===== src/rtl/mem_arb_pkg.sv =====
// Shared encodings for the mem_port_arbiter slice: FSM states, requester IDs,
// default starvation limit and the alignment helper.
package mem_arb_pkg;

  typedef enum logic [1:0] {
    IDLE   = 2'd0,
    ACCESS = 2'd1,
    RESP   = 2'd2
  } arb_state_t;

  typedef enum logic {
    REQ_IF = 1'b0,
    REQ_D  = 1'b1
  } req_id_t;

  localparam int STARVE_MAX_DEF = 4;

  // A word access is misaligned when either low byte-address bit is set.
  function automatic logic is_misaligned(input logic [1:0] addr_lo);
    return |addr_lo;
  endfunction

endpackage


===== src/rtl/arb_starve_ctr.sv =====
// Saturating counter of consecutive data grants taken while a fetch waits.
// Instantiated by mem_port_arbiter only when MEM_ARB_STARVE_GUARD_EN is defined.
module arb_starve_ctr #(
  parameter int MAX = 4
) (
  input  logic i_clk,
  input  logic i_reset,
  input  logic i_inc,
  input  logic i_clr,
  output logic o_sat
);

  localparam int            CW    = $clog2(MAX + 1);
  localparam logic [CW-1:0] MAX_V = CW'(MAX);

  logic [CW-1:0] r_cnt;

  // NOTE: sequential state uses non-blocking assignment so every flop samples
  // pre-edge values regardless of block ordering.
  always_ff @(posedge i_clk) begin
    if (i_reset) begin
      r_cnt <= '0;
    end else if (i_clr) begin
      r_cnt <= '0;
    end else if (i_inc && (r_cnt != MAX_V)) begin
      r_cnt <= r_cnt + 1'b1;
    end
  end

  assign o_sat = (r_cnt == MAX_V);

endmodule


===== src/rtl/mem_port_arbiter.sv =====
// Arbitrates the single-port mem between fetch (IF) and data (D) requesters.
// Define MEM_ARB_STARVE_GUARD_EN to let a waiting fetch win after STARVE_MAX data grants.
module mem_port_arbiter
  import mem_arb_pkg::*;
#(
  parameter int AW         = 32,
  parameter int DW         = 32,
  parameter int STARVE_MAX = STARVE_MAX_DEF
) (
  input  logic          i_clk,
  input  logic          i_reset,
  input  logic          i_if_req,
  input  logic [AW-1:0] i_if_addr,
  output logic          o_if_gnt,
  output logic          o_if_rvalid,
  output logic [DW-1:0] o_if_rdata,
  output logic          o_if_err,
  input  logic          i_d_req,
  input  logic          i_d_we,
  input  logic [AW-1:0] i_d_addr,
  input  logic [DW-1:0] i_d_wdata,
  output logic          o_d_gnt,
  output logic          o_d_rvalid,
  output logic [DW-1:0] o_d_rdata,
  output logic          o_d_err,
  output logic [AW-1:0] o_mem_addr,
  output logic [DW-1:0] o_mem_wdata,
  output logic          o_mem_read,
  output logic          o_mem_write,
  input  logic [DW-1:0] i_mem_rdata
);

  arb_state_t    r_state;
  req_id_t       r_id;
  logic [AW-1:0] r_addr;
  logic [DW-1:0] r_wdata;
  logic          r_we;
  logic          r_mis;
  logic          r_if_gnt, r_d_gnt;
  logic          r_if_rvalid, r_d_rvalid;
  logic          r_if_err, r_d_err;
  logic [DW-1:0] r_if_rdata, r_d_rdata;
  logic          r_mem_read, r_mem_write;

  logic          w_any_req;
  logic          w_pick_if;
  logic          w_starve_sat;
  logic [AW-1:0] w_sel_addr;
  logic          w_sel_we;
  logic          w_sel_mis;

  assign w_any_req = i_if_req | i_d_req;

  // NOTE: combinational decode gives every output a default before any branch,
  // so no path can leave it unassigned and infer a latch.
  always_comb begin
    w_pick_if = 1'b0;
    if (i_if_req && (!i_d_req || w_starve_sat)) begin
      w_pick_if = 1'b1;
    end
  end

  assign w_sel_addr = w_pick_if ? i_if_addr : i_d_addr;
  assign w_sel_we   = !w_pick_if && i_d_we;
  assign w_sel_mis  = is_misaligned(w_sel_addr[1:0]);

`ifdef MEM_ARB_STARVE_GUARD_EN
  logic w_idle;
  logic w_starve_inc;
  logic w_starve_clr;

  assign w_idle       = (r_state == IDLE);
  assign w_starve_inc = w_idle && i_d_req && !w_pick_if && i_if_req;
  assign w_starve_clr = w_idle && (!i_if_req || w_pick_if);

  arb_starve_ctr #(
    .MAX (STARVE_MAX)
  ) u_starve_ctr (
    .i_clk   (i_clk),
    .i_reset (i_reset),
    .i_inc   (w_starve_inc),
    .i_clr   (w_starve_clr),
    .o_sat   (w_starve_sat)
  );
`else
  logic w_unused_starve;
  assign w_unused_starve = (STARVE_MAX == 0);
  assign w_starve_sat    = 1'b0;
`endif

  always_ff @(posedge i_clk) begin
    if (i_reset) begin
      r_state     <= IDLE;
      r_id        <= REQ_IF;
      r_addr      <= '0;
      r_wdata     <= '0;
      r_we        <= 1'b0;
      r_mis       <= 1'b0;
      r_if_gnt    <= 1'b0;
      r_d_gnt     <= 1'b0;
      r_if_rvalid <= 1'b0;
      r_d_rvalid  <= 1'b0;
      r_if_err    <= 1'b0;
      r_d_err     <= 1'b0;
      r_if_rdata  <= '0;
      r_d_rdata   <= '0;
      r_mem_read  <= 1'b0;
      r_mem_write <= 1'b0;
    end else begin
      r_if_gnt    <= 1'b0;
      r_d_gnt     <= 1'b0;
      r_if_rvalid <= 1'b0;
      r_d_rvalid  <= 1'b0;
      r_if_err    <= 1'b0;
      r_d_err     <= 1'b0;
      r_mem_read  <= 1'b0;
      r_mem_write <= 1'b0;
      case (r_state)
        IDLE: begin
          if (w_any_req) begin
            r_id        <= w_pick_if ? REQ_IF : REQ_D;
            r_addr      <= w_sel_addr;
            r_we        <= w_sel_we;
            r_mis       <= w_sel_mis;
            r_if_gnt    <= w_pick_if;
            r_d_gnt     <= !w_pick_if;
            r_mem_read  <= !w_sel_we && !w_sel_mis;
            r_mem_write <= w_sel_we && !w_sel_mis;
            if (!w_pick_if) begin
              r_wdata <= i_d_wdata;
            end
            r_state <= ACCESS;
          end
        end
        ACCESS: begin
          // mem reads combinationally, so the word is valid at this edge.
          if (r_id == REQ_D) begin
            r_d_rvalid <= 1'b1;
            r_d_err    <= r_mis;
            if (r_mis) begin
              r_d_rdata <= '0;
            end else if (!r_we) begin
              r_d_rdata <= i_mem_rdata;
            end
          end else begin
            r_if_rvalid <= 1'b1;
            r_if_err    <= r_mis;
            r_if_rdata  <= r_mis ? '0 : i_mem_rdata;
          end
          r_state <= RESP;
        end
        RESP: begin
          r_state <= IDLE;
        end
        default: begin
          r_state <= IDLE;
        end
      endcase
    end
  end

  assign o_if_gnt    = r_if_gnt;
  assign o_d_gnt     = r_d_gnt;
  assign o_if_rvalid = r_if_rvalid;
  assign o_d_rvalid  = r_d_rvalid;
  assign o_if_err    = r_if_err;
  assign o_d_err     = r_d_err;
  assign o_if_rdata  = r_if_rdata;
  assign o_d_rdata   = r_d_rdata;
  assign o_mem_addr  = r_addr;
  assign o_mem_wdata = r_wdata;
  assign o_mem_read  = r_mem_read;
  // Reset must block a store already sitting in ACCESS from reaching mem.
  assign o_mem_write = r_mem_write && !i_reset;

endmodule


===== config.mk =====
export PLATFORM = sky130hd
export DESIGN_NAME = mem_port_arbiter
export DESIGN_NICKNAME = d
export VERILOG_FILES = /design/src/rtl/mem_arb_pkg.sv /design/src/rtl/arb_starve_ctr.sv /design/src/rtl/mem_port_arbiter.sv
export SDC_FILE = /design/constraint.sdc
export NUM_CORES = 1
export LEC_CHECK = 0
export BUFFER_PORTS_ARGS = -buffer_cell sky130_fd_sc_hd__buf_2
export CAP_MARGIN = 20
export CORE_AREA = 2 2 148 92
export DETAILED_ROUTE_END_ITERATION = 7
export DIE_AREA = 0 0 150 94
export GPL_TIMING_DRIVEN = 0
export PLACE_DENSITY = 0.85
export SYNTH_ARGS = -nofsm -noshare
export SYNTH_HDL_FRONTEND = slang
export SYNTH_HIERARCHICAL = 1
export SYNTH_SLANG_ARGS = --single-unit

===== constraint.sdc =====
create_clock -name i_clk -period 4.3 [get_ports i_clk]
set_clock_uncertainty 0.15 [all_clocks]
set_input_delay 0.645 -clock i_clk [delete_from_list [all_inputs] [get_ports i_clk]]
set_output_delay 0.645 -clock i_clk [all_outputs]
set_load 0.05 [all_outputs]

# Word level (Yosys, flattened, before mapping)
# Index checks and enable logic that the tools add are counted.
[word_totals]
out_inout_bits = 136
reg_bits = 141
wordCells = 55
inputBits = 133
[op_classes]
muxes = 10
eq_ne = 3
bitwise_logic = 6
reduce_logical = 20
[op_table]
columns = ["cell", "n"]
rows = [
  ["$mux W32", 4],
  ["$reduce_or A3 Y1", 3],
  ["$reduce_and A3 Y1", 2],
  ["$logic_and A1 B1 Y1", 5],
  ["$logic_not A1 Y1", 5],
  ["$not A1 Y1", 5],
  ["$mux W1", 4],
  ["$pmux W2 S2", 1],
  ["$reduce_and A2 Y1", 2],
  ["$reduce_or A2 Y1", 2],
  ["$eq A2 B1 Y1 const B", 1],
  ["$logic_not A2 Y1", 1],
  ["$mux W2", 1],
  ["$ne A2 B1 Y1 const B", 1],
  ["$ne A2 B2 Y1 const B", 1],
  ["$or A1 B1 Y1", 1],
]

# Longest topological paths before layout
[logic_depth]
depth_word = 7
ltp_mapped = 6
ltp_nobuf = 3

# Least setup slack after synthesis
# No wires, ideal clock.
[synth_timing]
kind = "input -> output"
start = "input port i_reset"
end = "output port o_mem_write"
arrival_ns = 1.533
path_slack_ns = 1.972
t_required_ns = 3.505
stages = 2
path_buffers = 1
cell_sequence = "clkbuf_1 -> nor2b_1"
[synth_via]
elab_chain_len = 2
[synth_rtl]
columns = ["item", "line_no", "rtl"]
rows = [
  ["from (decl)", "mem_port_arbiter.sv:11", "input logic i_reset,"],
  ["$logic_not A1 Y1", "mem_port_arbiter.sv:174", "assign o_mem_write = r_mem_write && !i_reset;"],
  ["$logic_and A1 B1 Y1", "mem_port_arbiter.sv:174", ""],
  ["to (decl)", "mem_port_arbiter.sv:29", "output logic o_mem_write,"],
]
# No other way between the ends.

# Final worst setup path
# Ends and elaborated chain as after synthesis.

==> impl_summary.log <==
INFO  metric outcome = completed
INFO  metric hold_ws = 0.3050 ns
INFO  metric chip_height = around 94 µm
INFO  metric layout_worst_path_cycle_share = 52.67%
INFO  metric final-setup-viol-count = 0
INFO  metric hp-class = register to register
INFO  metric crit_arrival = 1.47 ns
INFO  metric fin_total_pwr = 0.003565 W
INFO  metric min_delay_worst_endpoint = o_if_rdata[10]$_SDFFE_PP0P_
INFO  metric placement_rows = 32
INFO  metric max-vdd-ir-drop = 0.0002878 V
INFO  metric hold_buffers = 0
INFO  metric synth.yosys.seq_area_share = around half
INFO  metric register_area = around 2800 µm²
INFO  metric drt_iter0_markers = roughly 280
INFO  metric numPortBuffers = 268
INFO  metric critical_path.reg2reg.startpoint = r_state[1]$_SDFFE_PP0P_
INFO  metric drive_gt1_share = 34.52%
INFO  metric synth.lib_cells_used.distinct = 28
INFO  metric max_root_sink_buffers = 2
INFO  metric congestion_overflow_gr = 0
INFO  metric slew_viol_final = 0
INFO  metric grt_max_degree = 17
INFO  metric regToRegEndpoint = o_mem_addr[25]$_SDFFE_PP0P_
INFO  metric finalWorstPathRequiredPeriod = approximately 2.3 ns
INFO  metric syn_area_per_cell = roughly 9 µm²
INFO  metric gr-usage-all-layers = 24.34%
INFO  metric final_area = 7732 µm²
INFO  metric ioPinCount = between 200 and 300
INFO  metric ys_warn_count = 6
INFO  metric first_global_vias = 5241
INFO  metric fp.dieArea = 14100 µm²
INFO  metric insertedDiodeCount = 0
INFO  metric power.density = 461.1 nW/µm²
INFO  metric drt-wirelength-per-cell = 16.09 µm
INFO  metric tritoncts_clock_tree = done
INFO  metric min_from = o_if_rdata[10]$_SDFFE_PP0P_
INFO  metric synth_top_area_cell = dfxtp_1
INFO  metric post-synth-top-area-fraction = approximately half
INFO  metric cts_inserted_buffers = 17
INFO  metric cts.sinks = between 100 and 150
INFO  metric initial_utilization = 44.48%
INFO  metric vias = 5731
INFO  metric clk_pin_slew = 0.06 ns
INFO  metric reg2reg_setup_slack = 2.37 ns
INFO  metric cap_violations = 0
INFO  metric first_pass_grt_wire_length = around 27 mm
INFO  metric drc = 0
INFO  metric ant_nets = 0
INFO  metric crit_fanout = 10
INFO  metric core-area = 12650 µm²
INFO  metric hold_violations = 0
INFO  metric finalSetupTns = 0 ns
INFO  metric dpl_cell_area = 7182 µm²
INFO  metric initial_antenna_violation_count = 0
INFO  metric flip_flop_and_latch_count_after_synthesis = ~140
INFO  metric start_kind = input port
INFO  metric reg2reg_depth = 5
INFO  metric gp_congestion = 0.8532
INFO  metric syn2layout_area_growth = 37.39%
INFO  metric drt-vias-per-instance = 5.224
INFO  metric synth_top_area_cells = dfxtp_1 (50%), a21oi_1 (8.7%), nand2_1 (6.7%), mux2i_1 (5.9%), or4b_1 (5.7%)
INFO  metric cts_setup_buffers = 0
INFO  metric cp.required = 3.50 ns
INFO  metric worst_slew_pin_slew = 0.6360 ns
INFO  metric critical_path.endpoint_type = primary output
INFO  metric htree_num_levels = 4
INFO  metric dieWidth = approximately 150 µm
INFO  metric cell_at_the_root_of_the_clock_tree = clkbuf_16
INFO  metric timing.hold.worst_path_depth = 2
INFO  metric hpwlAfterDp = ~14 mm
INFO  metric clock_latency_of_the_later_clocked_register_in_the_worst_skew_pair = 0.41 ns
INFO  metric critPathKind = input port to primary output
INFO  metric max_freq = roughly 440 MHz
INFO  metric slew_headroom = 57.60%
INFO  metric first_pass_iters = 5
INFO  metric mappedNetlistArea = roughly 5600 µm²
INFO  metric setup_repair_after_global_routing_missed_its_margin = no
INFO  metric total_leakage_power = roughly 3.6 nW
INFO  metric fin_nets = about 1000
INFO  metric fillCellCount = 1171
INFO  metric synth_fp_nets = 760
INFO  metric multi_input_area = 2509 µm²
INFO  metric finalWirelength = 17.66 mm
INFO  metric netlist_instances = 627
INFO  metric cts_repair_resize_count = 0
-- cells by family (layout without fill, tap and decap cells) --
kind of cell,after synthesis,in the layout,share of synthesized area [%]
AND/OR/NAND/NOR,221,221,21.65
buffers and inverters,66,366,5.269
AO/OA/AOI/OAI,166,166,17.05
flip-flops,141,141,50.16
multiplexers,33,33,5.869
-- power by group --
group / total (W) / switching, W / internal, W
Sequential: 0.00144 / 0.0000462 / 0.00139
Combinational: 0.000758 / 0.000540 / 0.000218
Clock: 0.00137 / 0.000613 / 0.000755
-- worst max-delay path, stage by stage --
cell and delay (ns):
buf_2 0.12, clkbuf_1 0.39, nor2b_1 0.09, buf_2 0.23
-- worst max path at each step --
stage	from	end	slack [ns]	depth (start not counted)
floorplan	i_reset	o_mem_write	1.97	2
global placement	i_reset	o_mem_write	2.04	4
detailed placement	i_reset	o_mem_write	2.03	4
CTS	i_reset	o_mem_write	2.02	4
global route	i_reset	o_mem_write	1.90	4
finish	i_reset	o_mem_write	2.04	4
-- registers in the layout (all words and copies together), names as in the netlist --
name,flops
r_we,1
o_if_rdata,32
o_d_err,1
o_mem_addr,32
o_mem_wdata,32
r_id,1
r_state,2
o_d_rdata,32
o_mem_read,1
o_if_gnt,1
o_d_gnt,1
o_if_err,1
o_if_rvalid,1
r_mis,1
o_d_rvalid,1
r_mem_write,1
-- per-stage QoR --
stage,utilization [%],std cells,setup WS (ns)
3_3_place_gp,56.76,1065,2.037
2_1_floorplan,-,627,1.972
3_5_place_dp,56.76,1065,2.025
6_report,61.12,1097,2.035
5_1_grt,61.12,1097,1.903
4_1_cts,61.12,1097,2.022
-- synthesized netlist by cell type, drive strengths merged --
library cell	instances
o21ai	34
o211a	1
clkbuf	49
nor3	1
and3	2
nor4	1
a21oi	98
nor2b	3
dfxtp	141
nor2	40
nand3b	33
a311oi	32
inv	2
mux2i	33
or4b	32
nand2b	1
and2	1
or3b	1
or2	2
nand2	100
nor4b	1
a31o	1
buf	15
nor3b	3
-- layout by cell type, fill, tap and decap left out --
cell,netlist,routed
a21oi_1,98,98
a311oi_1,32,32
a31o_2,1,1
and2_1,1,1
and3_1,2,2
buf_2,9,277
buf_4,2,2
buf_6,4,4
clkbuf_1,49,49
clkbuf_16,0,17
clkinv_2,0,2
clkinv_4,0,2
clkinvlp_4,0,3
dfxtp_1,141,141
inv_1,2,2
inv_6,0,6
inv_8,0,2
mux2i_1,33,33
nand2_1,100,100
nand2b_1,1,1
nand3b_1,32,32
nand3b_4,1,1
nor2_1,40,40
nor2b_1,3,3
nor3_1,1,1
nor3b_1,2,2
nor3b_2,1,1
nor4_1,1,1
nor4b_1,1,1
o211a_1,1,1
o21ai_0,34,34
or2_2,2,2
or3b_1,1,1
or4b_1,32,32
-- final cells by class --
| type | count | area share, % |
|---|---|---|
| well taps | 170 | 2.751 |
| clock inverters | 15 | 1.618 |
| flip-flops and latches | 141 | 36.50 |
| repair buffers | 268 | 17.35 |
| multi-input cells | 420 | 32.44 |
| clock buffers | 17 | 5.502 |
| plain buffers | 64 | 3.738 |
| inverters | 2 | 0.09709 |
-- layer usage --
metal  global-route usage [%]  vias up  wire (µm)
met5                        0        -          0
met4                    6.447        0        204
met3                    6.845       20       1573
met2                    38.05      243       8022
met1                    33.13     2646       7854
li1                         -     2822          -
Power figures use the tool's default switching activity.
